`src/rtl/truth_table_sweeper_pkg.sv`:
```
// Shared types, sizes and helpers for the truth-table sweeper.
// Latency: n/a (declarations only).
// Backpressure: n/a.
package truth_table_sweeper_pkg;

   localparam int N_IN = 3;
   localparam int ROWS = 1 << N_IN;

   typedef enum logic [2:0] {
      IDLE,
      APPLY,
      SETTLE,
      SAMPLE,
      COMMIT,
      DONE
   } sweep_state_t;

   // Row 000 lands in the MSB of the table, so the bit index is mirrored.
   function automatic logic [N_IN-1:0] row_bit(input logic [N_IN-1:0] r);
      return N_IN'(ROWS - 1) - r;
   endfunction

endpackage

```
`src/rtl/truth_table_sweeper_if.sv`:
```
// Host/gate bundle for the truth-table sweeper.
// Latency: n/a (wires only).
// Backpressure: none; start is a request sampled only while idle.
// Ports: start/abort from the host, dut_in/dut_out to the gate under test,
// busy/done/table_o/match/mismatch_mask status back to the host.
interface truth_table_sweeper_if;
   import truth_table_sweeper_pkg::*;

   logic            start;
   logic            abort;
   logic [N_IN-1:0] dut_in;
   logic            dut_out;
   logic            busy;
   logic            done;
   logic [ROWS-1:0] table_o;
   logic            match;
   logic [ROWS-1:0] mismatch_mask;

   // Host and gate side.
   modport master (
      output start, abort, dut_out,
      input  dut_in, busy, done, table_o, match, mismatch_mask
   );

   // Sweeper side.
   modport slave (
      input  start, abort, dut_out,
      output dut_in, busy, done, table_o, match, mismatch_mask
   );

endinterface

```
`src/rtl/truth_table_sweeper_sample_vote.sv`:
```
// Counts ones on a sampled bit and reports the majority over SAMPLES samples.
// Latency: majority reflects samples taken up to the previous edge.
// Backpressure: none; caller controls clr/en.
// Ports: clk, rst_n, clr (zero count), en (sample bit_in), bit_in, majority.
module truth_table_sweeper_sample_vote #(
   parameter int SAMPLES = 3
) (
   input  logic clk,
   input  logic rst_n,
   input  logic clr,
   input  logic en,
   input  logic bit_in,
   output logic majority
);

   localparam int CNT_W = $clog2(SAMPLES + 1);

   logic [CNT_W-1:0] cnt;

   always_ff @(posedge clk or negedge rst_n) begin
      if (!rst_n) begin
         cnt <= '0;
      end else if (clr) begin
         cnt <= '0;
      end else if (en && bit_in) begin
         cnt <= cnt + CNT_W'(1);
      end
   end

   // SAMPLES is odd, so strictly more than half is an unambiguous majority.
   assign majority = (cnt > CNT_W'(SAMPLES / 2));

endmodule

```
`src/rtl/truth_table_sweeper.sv`:
```
// Sweeps a 3-input gate through all rows, majority-votes its output, checks the table.
// Latency: done pulses ROWS*(SETTLE_CYCLES+SAMPLES+2) cycles after start is accepted.
// Backpressure: start ignored while busy (not queued); abort returns to idle next edge.
// Ports: clk, rst_n, bus (slave side: start/abort/dut_out in; dut_in/status out).
module truth_table_sweeper
   import truth_table_sweeper_pkg::*;
#(
   parameter int              SETTLE_CYCLES = 4,
   parameter int              SAMPLES       = 3,
   parameter logic [ROWS-1:0] EXPECTED      = 8'h2A
) (
   input  logic                  clk,
   input  logic                  rst_n,
   truth_table_sweeper_if.slave  bus
);

   // One phase counter serves both SETTLE and SAMPLE.
   localparam int CYC_MAX = ((SETTLE_CYCLES > SAMPLES) ? SETTLE_CYCLES : SAMPLES) - 1;
   localparam int CYC_W   = (CYC_MAX > 0) ? $clog2(CYC_MAX + 1) : 1;

   sweep_state_t    state, state_nxt;
   logic [CYC_W-1:0] cyc;
   logic [N_IN-1:0] row, row_nxt;
   logic [ROWS-1:0] scratch, scratch_nxt;
   logic            last_row;
   logic            vote_clr, vote_en, vote_maj;

   logic [N_IN-1:0] dut_in_q;
   logic            done_q;
   logic [ROWS-1:0] table_q;
   logic            match_q;
   logic [ROWS-1:0] mask_q;

   truth_table_sweeper_sample_vote #(
      .SAMPLES (SAMPLES)
   ) u_vote (
      .clk      (clk),
      .rst_n    (rst_n),
      .clr      (vote_clr),
      .en       (vote_en),
      .bit_in   (bus.dut_out),
      .majority (vote_maj)
   );

   assign last_row = (row == N_IN'(ROWS - 1));

   always_comb begin
      state_nxt   = state;
      vote_clr    = 1'b0;
      vote_en     = 1'b0;
      row_nxt     = '0;
      scratch_nxt = scratch;
      scratch_nxt[row_bit(row)] = vote_maj;

      case (state)
         IDLE: begin
            if (bus.start && !bus.abort) begin
               state_nxt = APPLY;
            end
         end
         APPLY: begin
            vote_clr  = 1'b1;
            state_nxt = SETTLE;
         end
         SETTLE: begin
            if (cyc == CYC_W'(SETTLE_CYCLES - 1)) begin
               state_nxt = SAMPLE;
            end
         end
         SAMPLE: begin
            vote_en = 1'b1;
            if (cyc == CYC_W'(SAMPLES - 1)) begin
               state_nxt = COMMIT;
            end
         end
         COMMIT: begin
            row_nxt   = row + N_IN'(1);
            state_nxt = last_row ? DONE : APPLY;
         end
         DONE: begin
            state_nxt = IDLE;
         end
         default: begin
            state_nxt = IDLE;
         end
      endcase

      // DONE is the point of no return; the results are already latched.
      if (bus.abort && (state != IDLE) && (state != DONE)) begin
         state_nxt = IDLE;
      end
   end

   always_ff @(posedge clk or negedge rst_n) begin
      if (!rst_n) begin
         state    <= IDLE;
         cyc      <= '0;
         row      <= '0;
         scratch  <= '0;
         dut_in_q <= '0;
         done_q   <= 1'b0;
         table_q  <= '0;
         match_q  <= 1'b0;
         mask_q   <= '0;
      end else begin
         state <= state_nxt;

         if ((state_nxt != state) || (state_nxt == IDLE)) begin
            cyc <= '0;
         end else begin
            cyc <= cyc + CYC_W'(1);
         end

         // dut_in is loaded on entry to APPLY so the row is on the gate for
         // the whole APPLY..COMMIT window.
         if (state_nxt == APPLY) begin
            row      <= row_nxt;
            dut_in_q <= row_nxt;
         end else if (state_nxt == IDLE) begin
            row      <= '0;
            dut_in_q <= '0;
         end

         if ((state == IDLE) && (state_nxt == APPLY)) begin
            scratch <= '0;
         end else if (state == COMMIT) begin
            scratch <= scratch_nxt;
         end

         // Results latch on the edge into DONE so they are valid with done.
         done_q <= (state == COMMIT) && (state_nxt == DONE);
         if ((state == COMMIT) && (state_nxt == DONE)) begin
            table_q <= scratch_nxt;
            match_q <= (scratch_nxt == EXPECTED);
            mask_q  <= scratch_nxt ^ EXPECTED;
         end
      end
   end

   assign bus.dut_in        = dut_in_q;
   assign bus.busy          = (state != IDLE);
   assign bus.done          = done_q;
   assign bus.table_o       = table_q;
   assign bus.match         = match_q;
   assign bus.mismatch_mask = mask_q;

endmodule

```
`src/flat_wrapper.sv`:
```
// flat-port wrapper written by rule: the top's interface ports become plain ports
module truth_table_sweeper_flat import truth_table_sweeper_pkg::*;
#(
   parameter int              SETTLE_CYCLES = 4,
   parameter int              SAMPLES       = 3,
   parameter logic [ROWS-1:0] EXPECTED      = 8'h2A
)
  (clk, rst_n, bus_start, bus_abort, bus_dut_out, bus_dut_in, bus_busy, bus_done, bus_table_o, bus_match, bus_mismatch_mask);
  truth_table_sweeper_if bus_i ();
  input  logic clk;
  input  logic rst_n;
  input wire logic [$bits(bus_i.start)-1:0] bus_start;
  input wire logic [$bits(bus_i.abort)-1:0] bus_abort;
  input wire logic [$bits(bus_i.dut_out)-1:0] bus_dut_out;
  output wire logic [$bits(bus_i.dut_in)-1:0] bus_dut_in;
  output wire logic [$bits(bus_i.busy)-1:0] bus_busy;
  output wire logic [$bits(bus_i.done)-1:0] bus_done;
  output wire logic [$bits(bus_i.table_o)-1:0] bus_table_o;
  output wire logic [$bits(bus_i.match)-1:0] bus_match;
  output wire logic [$bits(bus_i.mismatch_mask)-1:0] bus_mismatch_mask;
  assign bus_i.start = bus_start;
  assign bus_i.abort = bus_abort;
  assign bus_i.dut_out = bus_dut_out;
  assign bus_dut_in = bus_i.dut_in;
  assign bus_busy = bus_i.busy;
  assign bus_done = bus_i.done;
  assign bus_table_o = bus_i.table_o;
  assign bus_match = bus_i.match;
  assign bus_mismatch_mask = bus_i.mismatch_mask;
  truth_table_sweeper #(.SETTLE_CYCLES(SETTLE_CYCLES), .SAMPLES(SAMPLES), .EXPECTED(EXPECTED)) u_core (.clk(clk), .rst_n(rst_n), .bus(bus_i));
endmodule
```
`config.mk`:
```
export PLATFORM = sky130hd
export DESIGN_NAME = truth_table_sweeper_flat
export DESIGN_NICKNAME = d
export VERILOG_FILES = /design/src/rtl/truth_table_sweeper_pkg.sv /design/src/rtl/truth_table_sweeper_if.sv /design/src/rtl/truth_table_sweeper_sample_vote.sv /design/src/rtl/truth_table_sweeper.sv /design/src/flat_wrapper.sv
export SDC_FILE = /design/constraint.sdc
export NUM_CORES = 1
export LEC_CHECK = 0
export ABC_AREA = 1
export ABC_CLOCK_PERIOD_IN_PS = 3750
export BUFFER_PORTS_ARGS = -buffer_cell sky130_fd_sc_hd__buf_4
export CELL_PAD_IN_SITES_DETAIL_PLACEMENT = 1
export CELL_PAD_IN_SITES_GLOBAL_PLACEMENT = 2
export CORE_MARGIN = 1
export CORE_UTILIZATION = 35
export CTS_BUF_LIST = sky130_fd_sc_hd__clkbuf_2 sky130_fd_sc_hd__clkbuf_4 sky130_fd_sc_hd__clkbuf_8
export CTS_CLUSTER_SIZE = 16
export DETAILED_ROUTE_END_ITERATION = 8
export GPL_TIMING_DRIVEN = 0
export MAX_ROUTING_LAYER = met4
export PLACE_DENSITY = 0.9
export SLEW_MARGIN = 0
export SYNTH_ARGS = -nofsm -noshare
export SYNTH_HDL_FRONTEND = slang
export SYNTH_HIERARCHICAL = 1
export SYNTH_SLANG_ARGS = --single-unit
```
`constraint.sdc`:
```
create_clock -name clk -period 3.75 [get_ports clk]
set_input_delay 0.75 -clock clk [delete_from_list [all_inputs] [get_ports clk]]
set_output_delay 0.75 -clock clk [all_outputs]
set_load 0.01 [all_outputs]
```
==> results.md <==
* Status: completed
* Fraction of registers with async set/reset at 1.00
* Multi-input gate area at just under 700 sq um
* First-pass GRT wire length at 6340 microns
* Mapped Area at approximately 1600 sq um
* CTS root buf: clkbuf_8
* Gp weighted congestion at about 0.8
* Final Hold Fails at 0
* Post-Synth XOR/XNOR Area at 0
* Worst vdd ir at 0.141 mV
* Clock-pin slew on the worst setup and hold paths at roughly 70 ps
* Setup Skew at 6.08 ps
* Hold buffers post-CTS at 0
* Ports at 27
* Gr usage total at 0.173
* Vias/cell at ~4.8
* CTS buffer count at 5
* Unique cell type count in the Yosys netlist at 24
* First drt pass iteration count at 4
* RSZ-0062 raised after global routing: false
* Relative slew slack at 0.681
* Detailed Route Iter0 Violations at 53
* Die Span X at 69.9 microns
* H-tree lvl count at 2
* Setup bufs post-CTS at 0
* Number of port buffers at 26
* Worst Setup End Kind: output port
* Post-synth EDFFs at 0
* Antenna violations before repair at 0
* Synth Area in Simple Gates at 0.284
* Most common cell in the netlist: nand2_1
* Die height at approximately 70 microns
* DPL Wire Length at approximately 2600 microns
* Share of cells above drive strength 1 at 0.277
* Ys flop type: dfrtp_1
* CP required at roughly 3000 ps
* Achievable frequency at around 510 MHz
* CTS sink cnt at 31
* Largest family of logic cells by synthesized area: simple AND/OR/NAND/NOR gates
* Endpoints failing setup at 0
* Sequential fraction of the synthesis area at 0.481
* Hold/Removal Path Class: input port to asynchronous set/reset pin
* Largest net degree at the start of global routing at 32
* CTS Buffer Depth at 2
* TNS Setup at 0 ps
* Die footprint at 4880 sq um
* Post-Place Cells at 268
* ANT nets after route at 0
* Period utilisation layout at 0.518
* Multiplexer share of the synthesized area at 0
* P&R area growth vs syn at 23.4%
* PD cells at around 410 nW/um^2
* Synth top cells by count: 49 x nand2_1, 31 x dfrtp_1, 23 x inv_1, 20 x nand3_1
* Max_cap viols at 0
* Yosys Warn Count at 6
* Tmin final at ~1900 ps
* Clock Latency Late Sink at ~290 ps
* Compound-Gate Fraction of Synth Area at 0.101
* Maximum fanout along the worst path at 8
* DR DRC count at 0
* CTS tree: done
* Adder-cell share of the synthesized area at 0.0388
* Initial Utilization at 0.368
* Overflow after GRT at 0
* Number of diodes at 0
* DR WL/cell at 13.1 microns
* Register Area at 776 sq um
* Via count at approximately 1.3k
* NumNets Final at approximately 230
* Worst endpoint data arrival time at 1190 ps
* Avg Inst Size Synth at between 8 and 9 sq um
* Final slew viol count at 0
* Leakage at about 1.1 nW
* Syn nets at 200
* Cts repair resizes at 0
* Synth area leaders: dfrtp_1 48%, nand2_1 11%, nand3_1 6.2%
* Worst hold slack at roughly 390 ps
* Non-filler cells, final at ~280
* Yosys top cell by area: dfrtp_1
* Num rows at 24
* Fin util at 0.454
* Core Box Area at around 4400 sq um
* Flops & latches, synth at 31
* Post-synth top area share at 0.481
* Place WS at roughly 2000 ps
* # fillers at around 540
* Setup CP Type: register to output port
* Worst-Margin Slew at roughly 470 ps
* Final worst setup slack at 1810 ps
* Synth Instances at 190
* Drt total wl at approximately 3600 microns
* Vias in the first global route at ~1.3k
* CP Launch Type: register
critical path: stages (launching register included):
cell	delay, ps
dfrtp_1	350
buf_2	180
inv_1	120
nand2_2	100
buf_4	150
power breakdown:
part	switching, mW	internal, mW
logic	0.0680	0.0336
registers	0.0145	0.348
clock network	0.136	0.215
cell usage in the layout (no fill, tap or decap):
| master | instances |
|---|---|
| o21ai_2 | 5 |
| nor2_8 | 1 |
| nand3_4 | 1 |
| inv_1 | 23 |
| clkbuf_8 | 6 |
| nand2_1 | 49 |
| clkinv_2 | 1 |
| nand3_1 | 20 |
| inv_2 | 1 |
| nor2_4 | 2 |
| nor3_1 | 1 |
| buf_2 | 1 |
| nand2_4 | 1 |
| nor2_1 | 11 |
| nor2_2 | 1 |
| inv_4 | 1 |
| dfrtp_1 | 31 |
| o21ai_0 | 11 |
| a21oi_1 | 2 |
| ha_1 | 5 |
| clkbuf_1 | 1 |
| bufinv_16 | 1 |
| o21a_1 | 3 |
| nand2_2 | 8 |
| buf_6 | 1 |
| o22ai_1 | 5 |
| buf_4 | 31 |
cell families after synthesis:
logic type | after synthesis
simple gates | 95
flops | 31
compound gates | 26
fa+ha+maj | 5
buf+inv | 33
state kept, by name (all words and copies together), names as in the netlist:
| name | cells |
|---|---|
| u_core/bus.dut_in | 3 |
| u_core/state | 3 |
| u_core/bus.match | 1 |
| u_core/scratch | 8 |
| u_core/bus.done | 1 |
| u_core/cyc | 2 |
| u_core/u_vote/cnt | 2 |
| u_core/bus.table_o | 8 |
| u_core/bus.mismatch_mask | 3 |
layer usage:
layer  global-route usage  up-vias  part of all wire
li1                     -      668                 -
met1                0.234      627              0.50
met2                0.252       23              0.46
met3               0.0404        5             0.030
met4               0.0667        0             0.012
met5                    -        -                 0
cell type report:
class                           instances  area share
Buffer                                  8      0.0289
Clock buffer                            6      0.0415
Clock inverter                          2      0.0176
Inverter                               25      0.0484
Multi-Input combinational cell        126       0.343
Sequential cell                        31       0.390
Tap cell                               52      0.0327
Timing Repair Buffer                   26      0.0981
worst paths after layout:
kind                       cells after the start                                 to  slack, ps                              from
max                                            4                           bus_busy       1810         u_core/state[2]$_DFF_PN0_
max in group asynchronous                      1            u_core/cyc[1]$_DFF_PN0_       3070                             rst_n
min                                            1  u_core/bus.table_o[4]$_DFFE_PN0P_        390                             rst_n
max reg2reg                                    8       u_core/bus.match$_DFFE_PN0P_       1970  u_core/u_vote/cnt[0]$_DFFE_PN0P_
min in group clk                               1            u_core/cyc[0]$_DFF_PN0_        460           u_core/cyc[0]$_DFF_PN0_
min reg2reg                                    1            u_core/cyc[0]$_DFF_PN0_        460           u_core/cyc[0]$_DFF_PN0_
metrics by stage:
stage               instance area, sq um  total power [mW]
floorplan                           1610             0.436
global placement                    1870             0.471
detailed placement                  1870             0.473
CTS                                 1990             0.827
global route                        1990             0.860
finish                              1990             0.816
Power figures use the tool's default switching activity.
